### src/rtl/secret_key_writer_if.sv
// Byte-stream write channel for secret_key_writer: valid/ready handshake plus data and frame end.
interface secret_key_writer_if;
    logic       wr_valid;
    logic       wr_ready;
    logic [7:0] wr_data;
    logic       wr_last;

    modport master (output wr_valid, output wr_data, output wr_last, input wr_ready);
    modport slave  (input wr_valid, input wr_data, input wr_last, output wr_ready);
endinterface

### src/rtl/secret_key_writer.sv
// Assembles a framed 32-bit key from byte beats and commits it atomically; sticky lock until reset.
// Optional SECRET_KEY_WRITER_CHECKSUM_EN adds a fifth XOR checksum beat to every frame.
module secret_key_writer (
    input  logic                clk,
    input  logic                rst_n,
    secret_key_writer_if.slave  wr,
    input  logic                lock_req_i,
    output logic [31:0]         key_out_o,
    output logic                key_valid_o,
    output logic                commit_done_o,
    output logic                err_o,
    output logic                locked_o
);

`ifdef SECRET_KEY_WRITER_CHECKSUM_EN
    localparam int CNT_W = 3;
    localparam logic [CNT_W-1:0] LAST_IDX = 3'd4;
`else
    localparam int CNT_W = 2;
    localparam logic [CNT_W-1:0] LAST_IDX = 2'd3;
`endif
    localparam logic [CNT_W-1:0] CNT_ZERO = {CNT_W{1'b0}};
    localparam logic [CNT_W-1:0] CNT_ONE  = {{(CNT_W-1){1'b0}}, 1'b1};

    typedef enum logic [2:0] {
        ST_IDLE   = 3'd0,
        ST_LOAD   = 3'd1,
        ST_COMMIT = 3'd2,
        ST_DRAIN  = 3'd3,
        ST_LOCKED = 3'd4
    } state_t;

    state_t           state_q, state_d;
    logic [CNT_W-1:0] cnt_q, cnt_d;
    logic [31:0]      shadow_q, shadow_d;
    logic [31:0]      key_q, key_d;
    logic             key_valid_q, key_valid_d;
    logic             commit_done_q, commit_done_d;
    logic             err_q, err_d;
    logic             locked_q, locked_d;
    logic             wr_ready_s;
    logic             beat_s;

    // Lane indices beyond 3 (the checksum beat) leave the shadow untouched.
    function automatic logic [31:0] put_lane(input logic [31:0] shadow,
                                             input logic [CNT_W-1:0] lane,
                                             input logic [7:0] data);
        logic [31:0] res;
        res = shadow;
        for (int i = 0; i < 4; i++) begin
            if (int'(lane) == i) begin
                res[8*i +: 8] = data;
            end else begin
                res[8*i +: 8] = res[8*i +: 8];
            end
        end
        return res;
    endfunction

`ifdef SECRET_KEY_WRITER_CHECKSUM_EN
    function automatic logic [7:0] frame_xor(input logic [31:0] v);
        return v[7:0] ^ v[15:8] ^ v[23:16] ^ v[31:24];
    endfunction
`endif

    // Ready is a pure function of state and lock_req, never of wr_valid.
    always_comb begin
        wr_ready_s = 1'b0;
        case (state_q)
            ST_IDLE:  wr_ready_s = ~lock_req_i;
            ST_LOAD:  wr_ready_s = 1'b1;
            ST_DRAIN: wr_ready_s = 1'b1;
            default:  wr_ready_s = 1'b0;
        endcase
    end

    assign beat_s      = wr.wr_valid & wr_ready_s;
    assign wr.wr_ready = wr_ready_s;

    // Frame FSM next-state and registered-output logic.
    always_comb begin
        state_d       = state_q;
        cnt_d         = cnt_q;
        shadow_d      = shadow_q;
        key_d         = key_q;
        key_valid_d   = key_valid_q;
        commit_done_d = 1'b0;
        err_d         = 1'b0;
        case (state_q)
            ST_IDLE: begin
                cnt_d = CNT_ZERO;
                if (lock_req_i) begin
                    state_d = ST_LOCKED;
                end else if (beat_s) begin
                    if (wr.wr_last) begin
                        err_d    = 1'b1;
                        shadow_d = 32'h0000_0000;
                    end else begin
                        shadow_d = put_lane(shadow_q, CNT_ZERO, wr.wr_data);
                        cnt_d    = CNT_ONE;
                        state_d  = ST_LOAD;
                    end
                end else begin
                    state_d = ST_IDLE;
                end
            end
            ST_LOAD: begin
                if (beat_s) begin
                    shadow_d = put_lane(shadow_q, cnt_q, wr.wr_data);
                    if (cnt_q != LAST_IDX) begin
                        if (wr.wr_last) begin
                            err_d    = 1'b1;
                            shadow_d = 32'h0000_0000;
                            cnt_d    = CNT_ZERO;
                            state_d  = ST_IDLE;
                        end else begin
                            cnt_d = cnt_q + CNT_ONE;
                        end
                    end else if (wr.wr_last) begin
`ifdef SECRET_KEY_WRITER_CHECKSUM_EN
                        if (wr.wr_data == frame_xor(shadow_q)) begin
                            state_d = ST_COMMIT;
                        end else begin
                            err_d    = 1'b1;
                            shadow_d = 32'h0000_0000;
                            cnt_d    = CNT_ZERO;
                            state_d  = ST_IDLE;
                        end
`else
                        state_d = ST_COMMIT;
`endif
                    end else begin
                        err_d    = 1'b1;
                        shadow_d = 32'h0000_0000;
                        cnt_d    = CNT_ZERO;
                        state_d  = ST_DRAIN;
                    end
                end else begin
                    state_d = ST_LOAD;
                end
            end
            ST_COMMIT: begin
                key_d         = shadow_q;
                key_valid_d   = 1'b1;
                commit_done_d = 1'b1;
                shadow_d      = 32'h0000_0000;
                cnt_d         = CNT_ZERO;
                state_d       = ST_IDLE;
            end
            ST_DRAIN: begin
                cnt_d = CNT_ZERO;
                if (beat_s && wr.wr_last) begin
                    state_d = ST_IDLE;
                end else begin
                    state_d = ST_DRAIN;
                end
            end
            ST_LOCKED: begin
                err_d   = wr.wr_valid;
                state_d = ST_LOCKED;
            end
            default: begin
                state_d  = ST_IDLE;
                shadow_d = 32'h0000_0000;
                cnt_d    = CNT_ZERO;
            end
        endcase
        locked_d = (state_d == ST_LOCKED);
    end

    // State and output registers; reset discards any partial frame and the key.
    always_ff @(posedge clk or negedge rst_n) begin
        if (!rst_n) begin
            state_q       <= ST_IDLE;
            cnt_q         <= CNT_ZERO;
            shadow_q      <= 32'h0000_0000;
            key_q         <= 32'h0000_0000;
            key_valid_q   <= 1'b0;
            commit_done_q <= 1'b0;
            err_q         <= 1'b0;
            locked_q      <= 1'b0;
        end else begin
            state_q       <= state_d;
            cnt_q         <= cnt_d;
            shadow_q      <= shadow_d;
            key_q         <= key_d;
            key_valid_q   <= key_valid_d;
            commit_done_q <= commit_done_d;
            err_q         <= err_d;
            locked_q      <= locked_d;
        end
    end

    assign key_out_o     = key_q;
    assign key_valid_o   = key_valid_q;
    assign commit_done_o = commit_done_q;
    assign err_o         = err_q;
    assign locked_o      = locked_q;

endmodule

### src/flat_wrapper.sv
// flat-port wrapper written by rule: the top's interface ports become plain ports
module secret_key_writer_flat 
  (clk, rst_n, lock_req_i, key_out_o, key_valid_o, commit_done_o, err_o, locked_o, wr_wr_valid, wr_wr_data, wr_wr_last, wr_wr_ready);
  secret_key_writer_if wr_i ();
  input  logic clk;
  input  logic rst_n;
  input  logic lock_req_i;
  output logic [31:0] key_out_o;
  output logic key_valid_o;
  output logic commit_done_o;
  output logic err_o;
  output logic locked_o;
  input wire logic [$bits(wr_i.wr_valid)-1:0] wr_wr_valid;
  input wire logic [$bits(wr_i.wr_data)-1:0] wr_wr_data;
  input wire logic [$bits(wr_i.wr_last)-1:0] wr_wr_last;
  output wire logic [$bits(wr_i.wr_ready)-1:0] wr_wr_ready;
  assign wr_i.wr_valid = wr_wr_valid;
  assign wr_i.wr_data = wr_wr_data;
  assign wr_i.wr_last = wr_wr_last;
  assign wr_wr_ready = wr_i.wr_ready;
  secret_key_writer u_core (.clk(clk), .rst_n(rst_n), .wr(wr_i), .lock_req_i(lock_req_i), .key_out_o(key_out_o), .key_valid_o(key_valid_o), .commit_done_o(commit_done_o), .err_o(err_o), .locked_o(locked_o));
endmodule
### config.mk
export PLATFORM = sky130hd
export DESIGN_NAME = secret_key_writer_flat
export DESIGN_NICKNAME = d
export VERILOG_FILES = /design/src/rtl/secret_key_writer_if.sv /design/src/rtl/secret_key_writer.sv /design/src/flat_wrapper.sv
export SDC_FILE = /design/constraint.sdc
export NUM_CORES = 1
export LEC_CHECK = 0
export CAP_MARGIN = 40
export CORE_MARGIN = 2
export CORE_UTILIZATION = 40
export CTS_CLUSTER_DIAMETER = 50
export DETAILED_ROUTE_END_ITERATION = 6
export PLACE_DENSITY_LB_ADDON = 0.15
export REMOVE_ABC_BUFFERS = 1
export SKIP_LAST_GASP = 1
export SYNTH_ARGS = -nofsm -noshare
export SYNTH_HDL_FRONTEND = slang
export SYNTH_SLANG_ARGS = --single-unit
### constraint.sdc
create_clock -name clk -period 3.7 [get_ports clk]
set_input_delay 1.11 -clock clk [delete_from_list [all_inputs] [get_ports clk]]
set_output_delay 1.11 -clock clk [all_outputs]
set_load 0.005 [all_outputs]
=== Yosys cells after proc, flatten, opt, wreduce, memory -nomap -nowiden ===
Index checks and enable logic that the tools add are counted.

* Register bits: 73
* Input port bits: 13
* Output and inout port bits: 37
* Logic and storage cells: 74

* Add/subtract/negate cells: 1
* Equality and inequality tests: 14
* Muxes and demuxes: 38
* Bitwise operators: 4
* Reduce and logical (&&, ||, !) cells: 8

{| class="wikitable"
|+ Operators with widths
! operator !! count
|-
| 2-to-1 mux 32 bit || 7
|-
| case mux 32 bit (3 select lines) || 1
|-
| 2-to-1 mux 8 bit || 4
|-
| 2-to-1 mux 3 bit || 6
|-
| 2-to-1 mux 2 bit || 7
|-
| case mux 3 bit (4 select lines) || 1
|-
| 2-to-1 mux 1 bit || 9
|-
| equality test 3 x 2 -> 1 bit, second input constant || 2
|-
| equality test 3 bit, second input constant || 2
|-
| != test 2 bit, second input constant || 3
|-
| case mux 2 bit (3 select lines) || 1
|-
| AND reduction 5 bit || 1
|-
| equality test 2 bit, second input constant || 2
|-
| != test 2 x 1 -> 1 bit, second input constant || 2
|-
| AND reduction 4 bit || 1
|-
| OR reduction 2 bit || 2
|-
| equality test 3 x 1 -> 1 bit, second input constant || 1
|-
| zero test 3 bit || 1
|-
| != test 3 x 2 -> 1 bit, second input constant || 1
|-
| NOT 1 bit || 3
|-
| case mux 1 bit (3 select lines) || 1
|-
| AND reduction 3 bit || 1
|-
| adder 2 x 1 -> 2 bit, second input constant || 1
|-
| equality test 2 x 1 -> 1 bit, second input constant || 1
|-
| other kinds (4) || 4
|}

=== Logic depth before layout (Yosys ltp) ===
* Word-level depth: 8
* Depth in mapped cells: 6
* Mapped depth without buffers: 6

=== Worst setup path before layout ===
OpenSTA, ideal clock, no wires.

* Kind: in2out
* Start: input lock_req_i
* End: output wr_wr_ready
* Arrival: 1.321 ns
* Data required time: 2.590 ns
* Setup slack: 1.269 ns
* Stages on the path: 3
* Buffers on the path: 0
* Cell sequence: nor2_1 -> nor2_1 -> nor2_1

* Cells in the longest elaborated chain, start to end: 2

{| class="wikitable"
|+ RTL lines
! item !! line !! RTL
|-
| start: declaration || flat_wrapper.sv:7 || <nowiki>input logic lock_req_i;</nowiki>
|-
| NOT 1 bit || secret_key_writer.sv:70 || <nowiki>ST_IDLE: wr_ready_s = ~lock_req_i;</nowiki>
|-
| case mux 1 bit (2 select lines) || secret_key_writer.sv:69 || <nowiki>case (state_q)</nowiki>
|-
| end: declaration || flat_wrapper.sv:16 || <nowiki>output wire logic [$bits(wr_i.wr_ready)-1:0] wr_wr_ready;</nowiki>
|}

Every way passes these cells.

=== Worst setup path in the final report ===
Same ends and word-level chain as after synthesis.

==> results.toml <==
[logic_synthesis]
yosys-top-cells-count = "dfrtp_1, a22o_1, mux2_2"
yosys_warnings = 0
synth_area_sq_mm = 0.00296
synth_area_leaders = "dfrtp_1, mux2_2, a22o_1, ha_1, mux2_1"
ys.flop_type = "dfrtp_1"
synth_edf_count = 0
yosys.area_share.simple = 0.0655
async_flop_share = 1.00
synth_xor_xnor_area_share = 0.00549
synth_compound_area_frac = 0.137
seq_area_frac_synth = 0.617
synth_top_cell_by_area = "dfrtp_1"
synth_cell_types = 38
synthMuxAreaShare = 0.128
post-synth-top-count-cell = "dfrtp_1"
synth_top_family_by_area = "compound AO/OA/AOI/OAI gates"
syn-instance-count = 211
ys_seq_elements = 73
synth_top_area_share = 0.617
synthAdderAreaFrac = 0.0169
synth_area_per_cell_sq_um = 14.0

[hold_path]
holdPathStages = 1
whs_endpoint = "u_core.key_valid_o"
hp-start = "u_core.key_valid_o"
hold_path.class = "flop to flop"

[clock_network]
clk_pin_slew_ns = 0.07
post_cts_buffers = 0
holdBufCountCts = 0
cts_tree = "yes"
cts_buffers = 9
cts_resized = 0
clk_path_buf_depth = 2
clkSinkCount = 73
cts_root_buffer = "clkbuf_8"
worstSkewPairLatency_ns = 0.33
cts-htree-levels = 3

[global_route]
grt_pass1_wl_um = 10100
grtUsageTotal = 0.158
grt_pass1_vias = 1938
grt_max_degree = 64
grt_antenna_before_repair = 0
overflow = 0

[placement]
dpl.cell_count = 350
post-dp-hpwl_um = 3840
place.port_buffers = 49
post-place-ws_ns = 0.224
dpl_cell_area_sq_mm = 0.00354
gp_congestion = 0.835

[power]
fin_total_pwr_mw = 1.68
power_density_mw_per_mm2 = 441
ir_drop_mv = 0.215
p_leak_nw = 1.77

[timing]
clock_skew_ns = 0.00999
max_slew.worst_pin.slew_ns = 0.806
setup_violations = 0
clock.fmax_ghz = 0.287
slew_violations = 0
finalHoldViolCount = 0
holdWs_ns = 0.466
setup_ws_ns = 0.218
relSlewSlack = 0.459
fin_tns_setup_ns = 0
period_minus_slack_ns = 3.48
finalCritPeriodShare = 0.941
rsz0062_at_grt = "no"

[setup_path]
path_delay_family = "buffers and inverters"
cpPeakStageDelay_ns = 0.50
regToRegSetupSlack_ns = 1.53
start_kind = "primary input"
critPathSlowestCell = "clkdlybuf4s50_1"
r2r_end = "u_core.shadow_q[0]"
ff2ff_path_depth = 4
criticalPathCategory = "primary input to output port"
cp_data_required_time_ns = 2.59
crit_chain = "clkdlybuf4s50_1 > nor2_1 > nor2_1 > nor2_1 > clkdlybuf4s50_1"
cp.arrival_ns = 2.37
worst-path-max-fanout = 6
crit-reg2reg-launch = "u_core.state_q[0]"
path_buf_inv = 2
end_kind = "output port"
crit_top_cell = "nor2_1"

[run]
cap_viol_max_count = 0

[final_layout]
drive_gt1_frac = 0.207
postLayoutCoreUtil = 0.527
final_nets = 279
diodes = 0
stdcell_area_sq_mm = 0.00380
finalNonFillerCells = 365
synthToLayoutAreaGrowth_pct = 28.4

[floorplanning]
die_w_um = 90.0
core_sq_mm = 0.00721
rows = 31
die_area_sq_mm = 0.00811
start_util = 0.410
design.portCount = 50
die_h_um = 90.0

[route]
antenna_left = 0
viasPerCell = 5.15
drcViolationCount = 0
wl_per_cell_um = 16.3
via_count = 1880
drt-initial-drc-count = 49
drt-pass1-iter-count = 4
routed_wl_um = 5970

[outcome]
outcome = "finished clean"
==> worst reg2reg max path, delay by kind of cell (launching register included) <==
family	cells	cell delay, ns
compound gates	3	1.22
flops	1	0.74
buf+inv	1	0.14
==> routing by layer <==
metal  global-route usage  vias up  part of all wire
li1                     -      880                 -
met5                    0        -                 0
met4               0.0538        0            0.0099
met1                0.223      949              0.49
met3               0.0394        7             0.044
met2                0.239       44              0.46
==> state kept, by name, indices dropped and copies added, names as in the netlist <==
signal / flops
u_core.cnt_q: 2
u_core.commit_done_o: 1
u_core.err_o: 1
u_core.key_out_o: 32
u_core.key_valid_o: 1
u_core.locked_o: 1
u_core.shadow_q: 32
u_core.state_q: 3
==> worst max path at each step <==
stage	end	slack [ns]	cells after the start	start
after floorplan	u_core.key_out_o[0]	1.20	2	u_core.state_q[0]
after global placement	wr_wr_ready	0.24	5	lock_req_i
after detailed placement	wr_wr_ready	0.22	5	lock_req_i
after CTS	wr_wr_ready	0.23	5	lock_req_i
after global routing	wr_wr_ready	0.14	5	lock_req_i
final	wr_wr_ready	0.22	5	lock_req_i
==> final cells by class <==
class,instances,area [sq um]
Fill cell,655,3410
Sequential cell,73,1830
Multi-Input combinational cell,123,1050
Timing Repair Buffer,52,528
Clock inverter,5,129
Clock buffer,10,128
Tap cell,99,124
Inverter,3,11.3
==> layout by cell type, fill, tap and decap left out, drive strengths merged, types with 2 or more instances in the layout <==
cell type and count:
dfrtp 73, clkdlybuf4s50 48, a22o 32, mux2 32, nor2 11, clkbuf 10
nand2 5, ha 4, bufinv 4, o21ai 4, buf 4, nor2b 3
a21oi 3, inv 3, and3 3, nand2b 3, nand3 3, nor3 2
o221ai 2, a21o 2, mux2i 2, nand4 2
==> where the power goes <==
group | switching, mW | internal [mW] | total [mW]
registers | 0.00656 | 0.809 | 0.816
logic | 0.0321 | 0.0280 | 0.0601
clock network | 0.286 | 0.514 | 0.800
==> kinds of logic after synthesis <==
group | count (synthesis)
simple gates | 35
buf+inv | 15
compound gates | 49
xor+xnor | 1
mux | 34
fa+ha+maj | 4
flops | 73
Power figures use the tool's default switching activity.
